File: src/rtl/riscv_pkg.sv
`default_nettype none
// ============================================================================
// Module   : riscv_pkg
// Purpose  : Shared definitions for the RV32I pipelined core. Holds the
//            datapath defaults, the Result_src and ALU_op encodings, the
//            decoded-control bundle and the all-zero control constant.
// Revision : 1.0  initial release
// ============================================================================
package riscv_pkg;

    localparam int XLEN_DEF = 32;
    localparam int RA_W_DEF = 5;

    // Result_src encodings (write-back mux select)
    localparam logic [1:0] RES_SRC_ALU = 2'b00;
    localparam logic [1:0] RES_SRC_MEM = 2'b01;
    localparam logic [1:0] RES_SRC_PC4 = 2'b10;

    // ALU_op encodings (operation class handed to the ALU decoder)
    localparam logic [2:0] ALU_OP_ADD    = 3'b000;  // loads, stores, addi
    localparam logic [2:0] ALU_OP_SUB    = 3'b001;  // branch compare
    localparam logic [2:0] ALU_OP_RTYPE  = 3'b010;  // funct3/funct7 decides
    localparam logic [2:0] ALU_OP_ITYPE  = 3'b011;  // funct3 decides
    localparam logic [2:0] ALU_OP_LUI    = 3'b100;  // pass immediate

    typedef struct packed {
        logic       reg_write;
        logic       alu_src;
        logic       mem_write;
        logic       branch;
        logic       jump;
        logic [1:0] result_src;
        logic [2:0] alu_op;
    } ctrl_t;

    localparam ctrl_t CTRL_NOP = '0;

    // Clears every control bit that could change architectural state or
    // redirect fetch; the remaining fields are left as decoded.
    function automatic ctrl_t squash_ctrl(input ctrl_t c);
        ctrl_t r;
        r           = c;
        r.reg_write = CTRL_NOP.reg_write;
        r.mem_write = CTRL_NOP.mem_write;
        r.branch    = CTRL_NOP.branch;
        r.jump      = CTRL_NOP.jump;
        return r;
    endfunction

endpackage
`default_nettype wire

File: src/rtl/pipe_reg.sv
`default_nettype none
// ============================================================================
// Module   : pipe_reg
// Purpose  : Generic pipeline register with clear and enable.
//            Priority per rising edge: rst (async) > clr > en > hold.
// Ports    : clk  - clock, rising edge
//            rst  - asynchronous active-high reset, q -> 0
//            en   - load d into q
//            clr  - synchronous clear, q -> 0 (wins over en)
//            d    - data in  [WIDTH-1:0]
//            q    - data out [WIDTH-1:0]
// Revision : 1.0  initial release
// ============================================================================
module pipe_reg #(
    parameter int WIDTH = 8
) (
    input  logic             clk,
    input  logic             rst,
    input  logic             en,
    input  logic             clr,
    input  logic [WIDTH-1:0] d,
    output logic [WIDTH-1:0] q
);

    always_ff @(posedge clk or posedge rst) begin
        if (rst) begin
            q <= '0;
        end else if (clr) begin
            q <= '0;
        end else if (en) begin
            q <= d;
        end
    end

endmodule
`default_nettype wire

File: src/rtl/id_ex_stage_reg.sv
`default_nettype none
// ============================================================================
// Module   : id_ex_stage_reg
// Purpose  : Decode -> execute pipeline register of the RV32I core.
//            One-cycle latency, no combinational input->output path.
//            flush_e > stall_e > load. A load with valid_d=0 forces the
//            RegWrite/MemWrite/Branch/Jump outputs to 0 but still captures
//            the data fields.
// Ports    : clk, rst (async active-high), stall_e, flush_e, valid_d,
//            decoded controls *_d, operands/PC *_d  ->  registered *_e,
//            valid_e.
// Option   : ID_EX_PERF_CNT_EN - adds bubble_cnt / stall_cnt outputs
//            (32-bit wrapping performance counters).
// Revision : 1.0  initial release
// ============================================================================
module id_ex_stage_reg
    import riscv_pkg::*;
#(
    parameter int XLEN = XLEN_DEF,
    parameter int RA_W = RA_W_DEF
) (
    input  logic            clk,
    input  logic            rst,
    input  logic            stall_e,
    input  logic            flush_e,
    input  logic            valid_d,
    input  logic            RegWrite_d,
    input  logic            ALU_src_d,
    input  logic            MemWrite_d,
    input  logic            Branch_d,
    input  logic            Jump_d,
    input  logic [1:0]      Result_src_d,
    input  logic [2:0]      ALU_op_d,
    input  logic [2:0]      funct3_d,
    input  logic            funct7b5_d,
    input  logic [XLEN-1:0] rd1_d,
    input  logic [XLEN-1:0] rd2_d,
    input  logic [XLEN-1:0] imm_ext_d,
    input  logic [XLEN-1:0] pc_d,
    input  logic [XLEN-1:0] pc_plus4_d,
    input  logic [RA_W-1:0] rs1_d,
    input  logic [RA_W-1:0] rs2_d,
    input  logic [RA_W-1:0] rd_d,
    output logic            RegWrite_e,
    output logic            ALU_src_e,
    output logic            MemWrite_e,
    output logic            Branch_e,
    output logic            Jump_e,
    output logic [1:0]      Result_src_e,
    output logic [2:0]      ALU_op_e,
    output logic [2:0]      funct3_e,
    output logic            funct7b5_e,
    output logic [XLEN-1:0] rd1_e,
    output logic [XLEN-1:0] rd2_e,
    output logic [XLEN-1:0] imm_ext_e,
    output logic [XLEN-1:0] pc_e,
    output logic [XLEN-1:0] pc_plus4_e,
    output logic [RA_W-1:0] rs1_e,
    output logic [RA_W-1:0] rs2_e,
    output logic [RA_W-1:0] rd_e,
    output logic            valid_e
`ifdef ID_EX_PERF_CNT_EN
    ,
    output logic [31:0]     bubble_cnt,
    output logic [31:0]     stall_cnt
`endif
);

    localparam int CTRL_W = $bits(ctrl_t);
    localparam int AUX_W  = 3 + 1 + 1;            // funct3, funct7b5, valid
    localparam int DATA_W = 5 * XLEN + 3 * RA_W;
    localparam int BUS_W  = CTRL_W + AUX_W + DATA_W;

    ctrl_t             w_ctrl_in;
    ctrl_t             w_ctrl_d;
    ctrl_t             w_ctrl_q;
    logic [BUS_W-1:0]  w_bus_d;
    logic [BUS_W-1:0]  w_bus_q;
    logic              w_en;

    assign w_ctrl_in = {RegWrite_d, ALU_src_d, MemWrite_d, Branch_d, Jump_d,
                        Result_src_d, ALU_op_d};

    // A non-instruction in decode must not write state once it reaches EX.
    assign w_ctrl_d = valid_d ? w_ctrl_in : squash_ctrl(w_ctrl_in);

    assign w_bus_d = {w_ctrl_d, funct3_d, funct7b5_d, valid_d,
                      rd1_d, rd2_d, imm_ext_d, pc_d, pc_plus4_d,
                      rs1_d, rs2_d, rd_d};

    assign w_en = ~stall_e;

    pipe_reg #(
        .WIDTH (BUS_W)
    ) u_bus_reg (
        .clk (clk),
        .rst (rst),
        .en  (w_en),
        .clr (flush_e),
        .d   (w_bus_d),
        .q   (w_bus_q)
    );

    assign {w_ctrl_q, funct3_e, funct7b5_e, valid_e,
            rd1_e, rd2_e, imm_ext_e, pc_e, pc_plus4_e,
            rs1_e, rs2_e, rd_e} = w_bus_q;

    assign {RegWrite_e, ALU_src_e, MemWrite_e, Branch_e, Jump_e,
            Result_src_e, ALU_op_e} = w_ctrl_q;

`ifdef ID_EX_PERF_CNT_EN
    logic [31:0] bubble_cnt_q;
    logic [31:0] stall_cnt_q;

    // A bubble enters EX either through a flush or through an unstalled
    // load of an invalid decode slot. Counters wrap naturally.
    always_ff @(posedge clk or posedge rst) begin
        if (rst) begin
            bubble_cnt_q <= 32'd0;
            stall_cnt_q  <= 32'd0;
        end else begin
            if (flush_e || (!stall_e && !valid_d)) begin
                bubble_cnt_q <= bubble_cnt_q + 32'd1;
            end
            if (stall_e && !flush_e) begin
                stall_cnt_q <= stall_cnt_q + 32'd1;
            end
        end
    end

    assign bubble_cnt = bubble_cnt_q;
    assign stall_cnt  = stall_cnt_q;
`endif

endmodule
`default_nettype wire

File: config.mk
export PLATFORM = sky130hd
export DESIGN_NAME = id_ex_stage_reg
export DESIGN_NICKNAME = d
export VERILOG_FILES = /design/src/rtl/riscv_pkg.sv /design/src/rtl/pipe_reg.sv /design/src/rtl/id_ex_stage_reg.sv
export SDC_FILE = /design/constraint.sdc
export NUM_CORES = 1
export LEC_CHECK = 0
export BUFFER_PORTS_ARGS = -buffer_cell sky130_fd_sc_hd__buf_2
export CAP_MARGIN = 25
export CORE_ASPECT_RATIO = 0.7
export CORE_UTILIZATION = 30
export DETAILED_ROUTE_END_ITERATION = 10
export GPL_TIMING_DRIVEN = 0
export MAX_ROUTING_LAYER = met4
export SLEW_MARGIN = 20
export SYNTH_ARGS = -nofsm -noshare
export SYNTH_HDL_FRONTEND = slang
export SYNTH_SLANG_ARGS = --single-unit
export TNS_END_PERCENT = 10
File: constraint.sdc
create_clock -name clk -period 8.1 [get_ports clk]
set_clock_uncertainty 0.2 [all_clocks]
set_input_delay 0.81 -clock clk [delete_from_list [all_inputs] [get_ports clk]]
set_output_delay 0.81 -clock clk [all_outputs]
set_load 0.01 [all_outputs]
==> results.md <==
* Outcome: finished, final reports clean
* Final WL at 21.83 mm
* Hold Vio Cnt, Final at 0
* Pwr dens at 206.4 mW/mm^2
* Initial Util at 30.50%
* Crit start category: flop
* Die height at 137.2 um
* Commonest non-fill, non-tap cell in the layout: buf_2
* Crit path buf inv count at 1
* Slowest CP cell: dfrtp_1
* Critical path, cell by cell: buf_2
* Worst setup endpoint: rd2_e[24]
* RD Place Congestion at 0.7717
* Top cells by area, synth: dfrtp_1 (61%), mux2i_1 (24%), nor2_1 (9.0%)
* Via density at 4.401
* WP depth at 1
* CP Launch Point: u_bus_reg.q[135]
* Die area at 0.02678 sq mm
* Placed Cells at 1,330
* Delay-heaviest family, CP: flip-flops
* Delay of the slowest critical-path stage at 410 ps
* Min-delay worst type: primary input to asynchronous set/reset pin
* Worst r2r src: u_bus_reg.q[146]
* Vias at 6,003
* Mapped Area at 0.007835 sq mm
* Mapped Avg Cell Area at 12.72 sq um
* Period minus WS final at 1987 ps
* Final setup fails at 0
* Clock latency on the worst-skew pair at 420 ps
* Register-to-Register Path Depth at 2
* CP Max Fanout at 2
* Seq cells post-synth at 190
* Synth warn at 0
* CP required at 7090 ps
* Number of port buffers at 381
* Num CTS Buffers at 17
* Commonest cells after routing, fill and taps aside: buf_2 (384), dfrtp_1 (190), nor2_1 (187)
* CTS Buffer Depth at 2
* Largest Register: u_bus_reg.q
* Max-cap violations at 0
* Crit path setup slack, layout at 6113 ps
* Worst setup path class: flop to primary output
* Top Registers: u_bus_reg.q: 190 flops
* Worst vdd ir at 0.1424 mV
* CTS Hold Bufs at 0
* FF-to-FF setup slack at 7140 ps
* Post-cts sizing count at 0
* Post-Place Setup Slack at 5680 ps
* Fin Setup TNS at 0 ps
* Met2 usage at 25.40%
* Drt pass-1 iters at 4
* Post-synthesis cell type count at 15
* Wire length per cell at 16.01 um
* H-tree level count at 4
* Global-route wire length before repair at 32.93 mm
* Site Rows at 49
* Critical path arrival at 980 ps
* Synth Instances at 616
* Worst R2R End: u_bus_reg.q[146]
* Core area at 0.02569 sq mm
* DP HPWL at 16.42 mm
* Max-slew violation total from the final report at 0
* Largest area contributor in the netlist: dfrtp_1
* Largest net degree at the start of global routing at 83
* Unrepaired setup endpoints after global routing: no
* Met3 Use GR at 5.410%
* Leak pwr at 6.238 nW
* CP endpoint kind: primary output
* Post-route ant nets at 0
* Max FFs per register at 190
* Overall Global Routing Usage at 16.51%
* Final Util at 42.20%
* Clk root buf: clkbuf_16
* Die Wd at 195.2 um
* Slew margin rel. at 53.98%
* Post-CTS Setup Bufs at 0
* CTS clock-pin slew for the worst setup and hold paths at 70 ps
* Area delta synth->final at 38.36%
* Antenna violations before repair at 2
* Worst slew pin tran at 690.3 ps
* Seq/Total Area, Yosys at 60.68%
* I/O pins at 384
* CTS tree: done
* Peak Freq at 503.3 MHz
* Remaining DRCs at 0
* Final period util at 24.53%
* Vias in the first global route at 5,928
* Cell Count, Final, Fillers Out at 1,364
* Iteration-0 DRC Markers at 173
* Share of cells above drive strength 1 at 42.68%
* Grt peak-use layer: met2
* Nets at 1,212
* Grt total ovfl at 0
* Mapped Nets at 810
* Final Hold Slack at 172.7 ps
* Share of the synthesized area in the top cell type at 60.68%
* Met1 Track Usage GR at 20.94%
* CTS sink cnt at 190
## worst min-delay path by stage
stage / start / endpoint / slack (ps) / depth (start not counted)
2_1_floorplan: u_bus_reg.q[185] / u_bus_reg.q[185] / 330 / 1
3_3_place_gp: u_bus_reg.q[185] / u_bus_reg.q[185] / 270 / 1
3_5_place_dp: u_bus_reg.q[185] / u_bus_reg.q[185] / 290 / 1
4_1_cts: rst / u_bus_reg.q[34] / 160 / 2
5_1_grt: rst / u_bus_reg.q[34] / 170 / 2
6_report: rst / u_bus_reg.q[34] / 170 / 2
## report_power, final
| part | switching [W] | internal (W) | total (W) |
|---|---|---|---|
| sequential | 0.0000271 | 0.00100 | 0.00103 |
| combinational | 0.000163 | 0.000144 | 0.000308 |
| clock | 0.000380 | 0.000521 | 0.000901 |
## cell usage after synthesis
cell,count
a21oi_1,2
a32o_1,2
buf_12,9
buf_2,3
buf_4,3
buf_6,1
buf_8,11
clkbuf_1,16
dfrtp_1,190
inv_1,1
mux2i_1,186
nand2_1,2
nand3b_1,2
nor2_1,187
nor2b_1,1
## metal layers
layer	share of wire [%]	vias to the layer above
met5	0	-
met4	1.0	0
met3	7.3	13
met2	46	234
met1	46	2911
li1	-	2845
## worst reg2reg max path, cell delays in order (launching register included)
cell and delay [ps]:
dfrtp_1 400, mux2i_1 180, nor2_1 60
## cell families after synthesis
| kind of cell | count (synthesis) | synth area share (%) |
|---|---|---|
| AOI/OAI and AO/OA | 4 | 0.3833 |
| buffers and inverters | 44 | 5.845 |
| DFF | 190 | 60.68 |
| muxes | 186 | 23.76 |
| and+or+nand+nor | 192 | 9.326 |
## final cells by class
| type | instances | area [sq um] |
|---|---|---|
| Timing Repair Buffer | 383 | 1962 |
| Clock buffer | 20 | 436.7 |
| Fill cell | 2537 | 14850 |
| Sequential cell | 190 | 4755 |
| Multi-Input combinational cell | 382 | 2623 |
| Antenna cell | 2 | 5.005 |
| Clock inverter | 12 | 180.2 |
| Buffer | 43 | 454.2 |
| Inverter | 1 | 11.26 |
| Tap cell | 331 | 414.1 |
## metrics by stage
stage / total power (W) / instance area, sq um
2_1_floorplan: 0.001215 / 7835
3_3_place_gp: 0.001352 / 10160
3_5_place_dp: 0.001360 / 10220
4_1_cts: 0.002274 / 10840
5_1_grt: 0.002339 / 10840
6_report: 0.002237 / 10840
(Power assumes the default switching activity.)
